`config.mk`:
```
export PLATFORM = sky130hd
export DESIGN_NAME = edit_mem_buf_release
export DESIGN_NICKNAME = d
export VERILOG_FILES = /design/src/rtl/edit_mem_buf_release_pkg.sv /design/src/rtl/edit_mem_buf_release_rc_fwd.sv /design/src/rtl/edit_mem_buf_release.sv
export SDC_FILE = /design/constraint.sdc
export NUM_CORES = 1
export LEC_CHECK = 0
export ABC_AREA = 1
export CORE_UTILIZATION = 45
export CTS_CLUSTER_SIZE = 8
export DETAILED_ROUTE_END_ITERATION = 7
export GPL_ROUTABILITY_DRIVEN = 1
export SLEW_MARGIN = 40
export SYNTH_ARGS = -nofsm -noshare
export SYNTH_HDL_FRONTEND = slang
export SYNTH_SLANG_ARGS = --single-unit
export TNS_END_PERCENT = 5
```
`constraint.sdc`:
```
create_clock -name clk -period 5.4 [get_ports clk]
set_input_delay 1.62 -clock clk [delete_from_list [all_inputs] [get_ports clk]]
set_output_delay 1.62 -clock clk [all_outputs]
set_load 0.03 [all_outputs]
```
`src/rtl/edit_mem_buf_release_pkg.sv`:
```
// Shared constants and types for the edit-memory buffer release block.
// Holds the default widths for buffer pointer, port id and read count, and
// the operation tag carried down the release pipeline.
package edit_mem_buf_release_pkg;

  localparam int EM_BUF_PTR_NBITS = 6;
  localparam int PORT_ID_NBITS    = 3;
  localparam int READ_COUNT_NBITS = 4;

  // Operation travelling through S0/S1: a count initialisation or a
  // single-read decrement.
  typedef enum logic {
    OP_DEC  = 1'b0,
    OP_INIT = 1'b1
  } rc_op_e;

endpackage

```
`src/rtl/edit_mem_buf_release_rc_fwd.sv`:
```
// edit_mem_rc_fwd: S1 count resolution for the buffer release pipeline.
// Chooses the current count (forwarded last write or RAM read data),
// computes the new count and decides write / free-push / underflow.
// Ports:
//   s1_vld, s1_op, s1_ptr, s1_rc        op held in S1
//   ram_dout                            registered RAM read for s1_ptr
//   wr_vld_q, wr_ptr_q, wr_data_q       RAM write issued in the previous cycle
//   wr_en, new_cnt                      RAM write for this cycle (at s1_ptr)
//   push                                new count is zero: free the buffer
//   underflow                           decrement of a count that is already 0
module edit_mem_rc_fwd
  import edit_mem_buf_release_pkg::*;
#(
  parameter int BPTR_NBITS = EM_BUF_PTR_NBITS,
  parameter int RC_NBITS   = READ_COUNT_NBITS
) (
  input  logic                  s1_vld,
  input  rc_op_e                s1_op,
  input  logic [BPTR_NBITS-1:0] s1_ptr,
  input  logic [RC_NBITS-1:0]   s1_rc,
  input  logic [RC_NBITS-1:0]   ram_dout,
  input  logic                  wr_vld_q,
  input  logic [BPTR_NBITS-1:0] wr_ptr_q,
  input  logic [RC_NBITS-1:0]   wr_data_q,
  output logic                  wr_en,
  output logic [RC_NBITS-1:0]   new_cnt,
  output logic                  push,
  output logic                  underflow
);

  logic [RC_NBITS-1:0] cur;

  // The RAM read for this op was launched on the same edge that committed
  // the previous op's write, so a matching pointer takes the written value.
  assign cur = (wr_vld_q && (wr_ptr_q == s1_ptr)) ? wr_data_q : ram_dout;

  always_comb begin
    wr_en     = 1'b0;
    new_cnt   = cur;
    push      = 1'b0;
    underflow = 1'b0;
    if (s1_vld) begin
      if (s1_op == OP_INIT) begin
        wr_en   = 1'b1;
        new_cnt = s1_rc;
        push    = (s1_rc == '0);
      end else if (cur == '0) begin
        underflow = 1'b1;   // count left untouched, nothing freed
      end else begin
        wr_en   = 1'b1;
        new_cnt = cur - RC_NBITS'(1);
        push    = (cur == RC_NBITS'(1));
      end
    end
  end

endmodule

```
`src/rtl/edit_mem_buf_release.sv`:
```
// edit_mem_buf_release: per-buffer read reference counts. The linked-list
// stage initialises a buffer's count, egress decrements it once per finished
// read, and a buffer reaching zero is queued for return to the free list.
// Optional: EM_BUF_RELEASE_STATS_EN adds stat_freed / stat_underflow /
// stat_init_zero counters.
// Ports:
//   clk, rst (async, active-high)
//   read_count_valid/_port_id/_buf_ptr, read_count   count init, always taken
//   rd_done_valid/_buf_ptr, rd_done_ready            one read finished
//   free_buf_valid/_ptr, free_buf_ready              FWFT free-pointer queue
//   err_underflow                                    decrement of a zero count
module edit_mem_buf_release
  import edit_mem_buf_release_pkg::*;
#(
  parameter int BPTR_NBITS = EM_BUF_PTR_NBITS,
  parameter int ID_NBITS   = PORT_ID_NBITS,
  parameter int RC_NBITS   = READ_COUNT_NBITS,
  parameter int FREE_DEPTH = 4
) (
  input  logic                  clk,
  input  logic                  rst,
  input  logic                  read_count_valid,
  input  logic [ID_NBITS-1:0]   read_count_port_id,
  input  logic [BPTR_NBITS-1:0] read_count_buf_ptr,
  input  logic [RC_NBITS-1:0]   read_count,
  input  logic                  rd_done_valid,
  input  logic [BPTR_NBITS-1:0] rd_done_buf_ptr,
  output logic                  rd_done_ready,
  output logic                  free_buf_valid,
  output logic [BPTR_NBITS-1:0] free_buf_ptr,
  input  logic                  free_buf_ready,
`ifdef EM_BUF_RELEASE_STATS_EN
  output logic [31:0]           stat_freed,
  output logic [15:0]           stat_underflow,
  output logic [15:0]           stat_init_zero,
`endif
  output logic                  err_underflow
);

  localparam int AW = $clog2(FREE_DEPTH);

  // Port id only feeds external statistics.
  logic unused_port_id;
  assign unused_port_id = ^read_count_port_id;

  logic                  run_q;
  logic                  accept;
  rc_op_e                s0_op;
  logic [BPTR_NBITS-1:0] s0_ptr;
  logic                  s1_vld;
  rc_op_e                s1_op;
  logic [BPTR_NBITS-1:0] s1_ptr;
  logic [RC_NBITS-1:0]   s1_rc;
  logic [RC_NBITS-1:0]   ram_dout;
  logic [RC_NBITS-1:0]   cnt_ram [2**BPTR_NBITS];
  logic                  wr_en, fwd_push;
  logic [RC_NBITS-1:0]   new_cnt;
  logic                  wr_vld_q;
  logic [BPTR_NBITS-1:0] wr_ptr_q;
  logic [RC_NBITS-1:0]   wr_data_q;
  logic [BPTR_NBITS-1:0] fq_mem [FREE_DEPTH];
  logic [AW:0]           fq_wp, fq_rp, fq_cnt;
  logic                  fq_push, fq_pop, fq_full;
  logic [AW+1:0]         occ;

  // S0: init wins; rd_done only when no init and a free slot is reserved
  // for every op that could still push.
  assign fq_cnt  = fq_wp - fq_rp;
  assign fq_full = (fq_cnt == (AW+1)'(FREE_DEPTH));
  assign occ     = (AW+2)'(fq_cnt) + (AW+2)'(s1_vld);
  assign rd_done_ready = run_q & ~read_count_valid & (occ < (AW+2)'(FREE_DEPTH));
  assign accept  = read_count_valid | (rd_done_valid & rd_done_ready);
  assign s0_op   = read_count_valid ? OP_INIT : OP_DEC;
  assign s0_ptr  = read_count_valid ? read_count_buf_ptr : rd_done_buf_ptr;

  // Count RAM: registered read, contents not reset.
  always_ff @(posedge clk) begin
    if (wr_en) cnt_ram[s1_ptr] <= new_cnt;
    ram_dout <= cnt_ram[s0_ptr];
  end

  always_ff @(posedge clk or posedge rst) begin
    if (rst) begin
      run_q     <= 1'b0;
      s1_vld    <= 1'b0;
      s1_op     <= OP_DEC;
      s1_ptr    <= '0;
      s1_rc     <= '0;
      wr_vld_q  <= 1'b0;
      wr_ptr_q  <= '0;
      wr_data_q <= '0;
    end else begin
      run_q     <= 1'b1;
      s1_vld    <= accept;
      s1_op     <= s0_op;
      s1_ptr    <= s0_ptr;
      s1_rc     <= read_count;
      wr_vld_q  <= wr_en;
      wr_ptr_q  <= s1_ptr;
      wr_data_q <= new_cnt;
    end
  end

  edit_mem_rc_fwd #(
    .BPTR_NBITS (BPTR_NBITS),
    .RC_NBITS   (RC_NBITS)
  ) u_fwd (
    .s1_vld    (s1_vld),
    .s1_op     (s1_op),
    .s1_ptr    (s1_ptr),
    .s1_rc     (s1_rc),
    .ram_dout  (ram_dout),
    .wr_vld_q  (wr_vld_q),
    .wr_ptr_q  (wr_ptr_q),
    .wr_data_q (wr_data_q),
    .wr_en     (wr_en),
    .new_cnt   (new_cnt),
    .push      (fwd_push),
    .underflow (err_underflow)
  );

  // Free-pointer FIFO, first-word fall-through. The full guard only matters
  // for zero-count inits, which bypass the ready reservation.
  assign fq_push        = fwd_push & ~fq_full;
  assign free_buf_valid = (fq_cnt != '0);
  assign fq_pop         = free_buf_valid & free_buf_ready;
  assign free_buf_ptr   = fq_mem[fq_rp[AW-1:0]];

  always_ff @(posedge clk) begin
    if (fq_push) fq_mem[fq_wp[AW-1:0]] <= s1_ptr;
  end

  always_ff @(posedge clk or posedge rst) begin
    if (rst) begin
      fq_wp <= '0;
      fq_rp <= '0;
    end else begin
      if (fq_push) fq_wp <= fq_wp + 1'b1;
      if (fq_pop)  fq_rp <= fq_rp + 1'b1;
    end
  end

`ifdef EM_BUF_RELEASE_STATS_EN
  always_ff @(posedge clk or posedge rst) begin
    if (rst) begin
      stat_freed     <= '0;
      stat_underflow <= '0;
      stat_init_zero <= '0;
    end else begin
      if (fq_push) stat_freed <= stat_freed + 32'd1;
      if (err_underflow && stat_underflow != 16'hffff)
        stat_underflow <= stat_underflow + 16'd1;
      if (s1_vld && s1_op == OP_INIT && s1_rc == '0 && stat_init_zero != 16'hffff)
        stat_init_zero <= stat_init_zero + 16'd1;
    end
  end
`endif

endmodule

```
==> run_results.csv <==
group,metric,value,unit
drt,wire_per_inst,19.5,microns
yosys,synth_top_family_by_area,"simple AND/OR/NAND/NOR gates",
sta,fin_tns_setup,0,ns
pwr,power_density,427,nW/um^2
drt,wl,31600,microns
drt,drt-vias-per-instance,5.41,
drt,initialDrtViolationCount,696,
clock_network,cts_resized,0,
pwr,p_int,0.00477,W
pwr,power_frac_seq,0.450,
clock_network,cts_tree,"done",
pwr,power_leakage,5.36,nW
drt,drcViolationCount,0,
layout,syn2layout_area_growth,15.6,%
global_routing,grt_pass1_vias,8571,
yosys,synthAdderAreaFrac,0.00810,
clock_network,cts_max_level,2,
die,io-pin-count,33,
global_routing,grt_pass1_wl,49300,microns
sta,max_freq,0.210,GHz
pwr,combPwrFrac,0.164,
sta,clock-skew-final,0.0138,ns
global_routing,antenna_found_initial,0,
yosys,synth_seq_cells,314,
die,dieArea,30200,sq um
setup_path,start_kind,"input pin",
global_routing,grt_max_degree,82,
sta,rsz0062_at_grt,"false",
yosys,ys_warn_count,0,
drt,antenna_left,0,
clock_network,clk-insertion-delay-late,0.53,ns
yosys,syn_area,13300,sq um
pwr,pwr-share-clk,0.386,
setup_path,cp_max_fo,2,
yosys,synth_xor_area_frac,0.00330,
min_path,holdCritPathClass,"register to register",
place,gp_congestion,0.828,
clock_network,cts_made_buffers,45,
sta,period_share,0.882,
pwr,switching_share,0.271,
yosys,postSynthAreaPerCell,11.3,sq um
setup_path,end_kind,"primary output",
drt,vias,8758,
die,chipHeight,174,microns
sta,max_slew_margin,0.484,
die,die_width,174,microns
layout,drive_above_1_share,0.0908,
place,io_buffers,29,
global_routing,grt_overflow,0,
yosys,synth_cell_types,37,
yosys,ys_seq_area_frac,0.696,
yosys,synth_mux_area_frac,0,
pwr,max-vdd-ir-drop,0.204,mV
setup_path,crit_chain,"clkdlybuf4s50_1 -> inv_2 -> nand2_1 -> nor3_1 -> clkdlybuf4s50_1",
die,start_util,0.460,
setup_path,regToRegSetupSlack,2.31,ns
clock_network,root_buffer,"clkbuf_16",
outcome,status,"finished clean",
place,placed_area,14100,sq um
drt,firstDrtPassIters,7,
sta,finalHoldViolations,0,
yosys,synth_top_area_share,0.633,
yosys,yosys.area_share.simple,0.163,
global_routing,grt_usage,0.215,
sta,period_minus_slack,4.76,ns
setup_path,crit_type,"input pin to primary output",
layout,diodes,0,
yosys,yosysTopAreaCell,"edfxtp_1",
clock_network,post-cts-setup-buffers,0,
layout,final_area,15300,sq um
run,cap_violations,0,
place,hpwl,18800,microns
pwr,switching_power,0.00177,W
yosys,syn_nets,1208,
sta,tightest_slew,0.768,ns
die,core_area,28900,sq um
setup_path,cp_slowest_cell,"clkdlybuf4s50_1",
die,rows,62,
sta,drv_slew,0,
layout,layout.nets,1247,
clock_network,cts_buffer_depth,3,
yosys,synth_compound_area_frac,0.0922,
clock_network,cts_hold_buf,0,
setup_path,critPathRequiredTime,3.78,ns
yosys,syn_inst,1176,
sta,finalSetupViolations,0,
setup_path,slowest_delay,0.72,ns
clock_network,cts_sinks,314,
yosys,ys_top_cells_by_area,"edfxtp_1 (63%), nor2_1 (6.3%), dfrtp_1 (5.7%)",
clock_network,path_clk_slew,0.05,ns
setup_path,critPathMostFrequentCell,"clkdlybuf4s50_1",
setup_path,cp.arrival,3.14,ns
cells by family (layout without fill, tap and decap cells):
logic type	count (synthesis)	after routing
xor+xnor	5	5
compound gates	211	211
buf+inv	118	176
flops	314	314
other cells	1	1
simple gates	519	519
fa+ha+maj	8	8
cell type report:
class                   instances  area, sq um
multi-input cells             744         3640
well taps                     384          480
clock buffers                  64         1240
fillers                      2505        13500
clock inverters                 2         17.5
flip-flops and latches        314         9240
repair buffers                 47          498
inverters                      63          236
worst paths after layout:
path                                  startpoint       endpoint  cells past startpoint
min in group asynchronous                    rst       fq_rp[2]                      3
worst min-delay path                    fq_rp[2]       fq_rp[2]                      1
max in group asynchronous                    rst   wr_data_q[1]                      3
worst max-delay path            read_count_valid  rd_done_ready                      5
worst min register to register          fq_rp[2]       fq_rp[2]                      1
worst max register to register         s1_ptr[0]  cnt_ram[4][2]                     13
routing by layer:
metal	part of all wire	GRT usage	vias up
li1	-	-	4194
met5	0	0	-
met4	0.023	0.0673	0
met1	0.43	0.298	4216
met3	0.069	0.0351	64
met2	0.48	0.346	284
registers in the layout, summed over array words and instances, names as in the netlist:
register,cells
cnt_ram,256
fq_rp,3
s1_ptr,6
s1_op,1
wr_data_q,4
run_q,1
wr_vld_q,1
fq_mem,24
fq_wp,3
s1_rc,4
wr_ptr_q,6
ram_dout,4
s1_vld,1
cells in the final DEF, fill, tap and decap left out, types with 4 or more instances in the layout:
cell / n
o22ai_1: 6
or2_2: 4
nor3_1: 9
inv_1: 55
ha_1: 7
dfxtp_1: 4
inv_2: 6
clkbuf_16: 47
clkdlybuf4s50_1: 29
dfrtp_1: 30
nand2_1: 177
nor2_1: 219
o21ai_0: 122
a21oi_1: 16
o211ai_1: 57
nand3_1: 78
clkbuf_1: 17
buf_4: 11
nand3_2: 5
buf_12: 4
edfxtp_1: 280
nor2_2: 14
cells in the mapped netlist, drive strengths merged:
master,count
o21ai,128
conb,1
o22ai,6
nor2,234
xnor2,3
o31ai,1
o21bai,2
dfxtp,4
nand4,1
edfxtp,280
inv,61
fa,1
buf,24
clkinv,2
nor3,10
nand3b,1
nand3,85
clkbuf,31
ha,7
nand2,184
dfrtp,30
o211ai,57
xor2,2
a21oi,17
or2,4
metrics by stage:
step                       util  worst slack (ns)  total power [W]  std cells  hold slack [ns]
after floorplan               -             0.753          0.00366       1176            0.411
after global placement    0.485             0.654          0.00403       1548            0.485
after detailed placement  0.487             0.627          0.00406       1551            0.490
after CTS                 0.531             0.612          0.00660       1617            0.505
after global routing      0.532             0.388          0.00680       1618            0.533
final                     0.532             0.636          0.00655       1618            0.500
power groups by stage:
stage / combinational [W] / clock [W] / sequential, W
after CTS: 0.00107 / 0.00257 / 0.00295
after global placement: 0.00104 / 0 / 0.00299
final: 0.00107 / 0.00253 / 0.00295
after global routing: 0.00118 / 0.00266 / 0.00296
after floorplan: 0.000685 / 0 / 0.00298
after detailed placement: 0.00107 / 0 / 0.00300
worst max-delay path, delay by kind of cell:
family / cells / cell delay [ns]
buffers and inverters: 3 / 1.24
AND/OR/NAND/NOR: 2 / 0.29
Note: power is estimated with default switching activity, not from simulation.
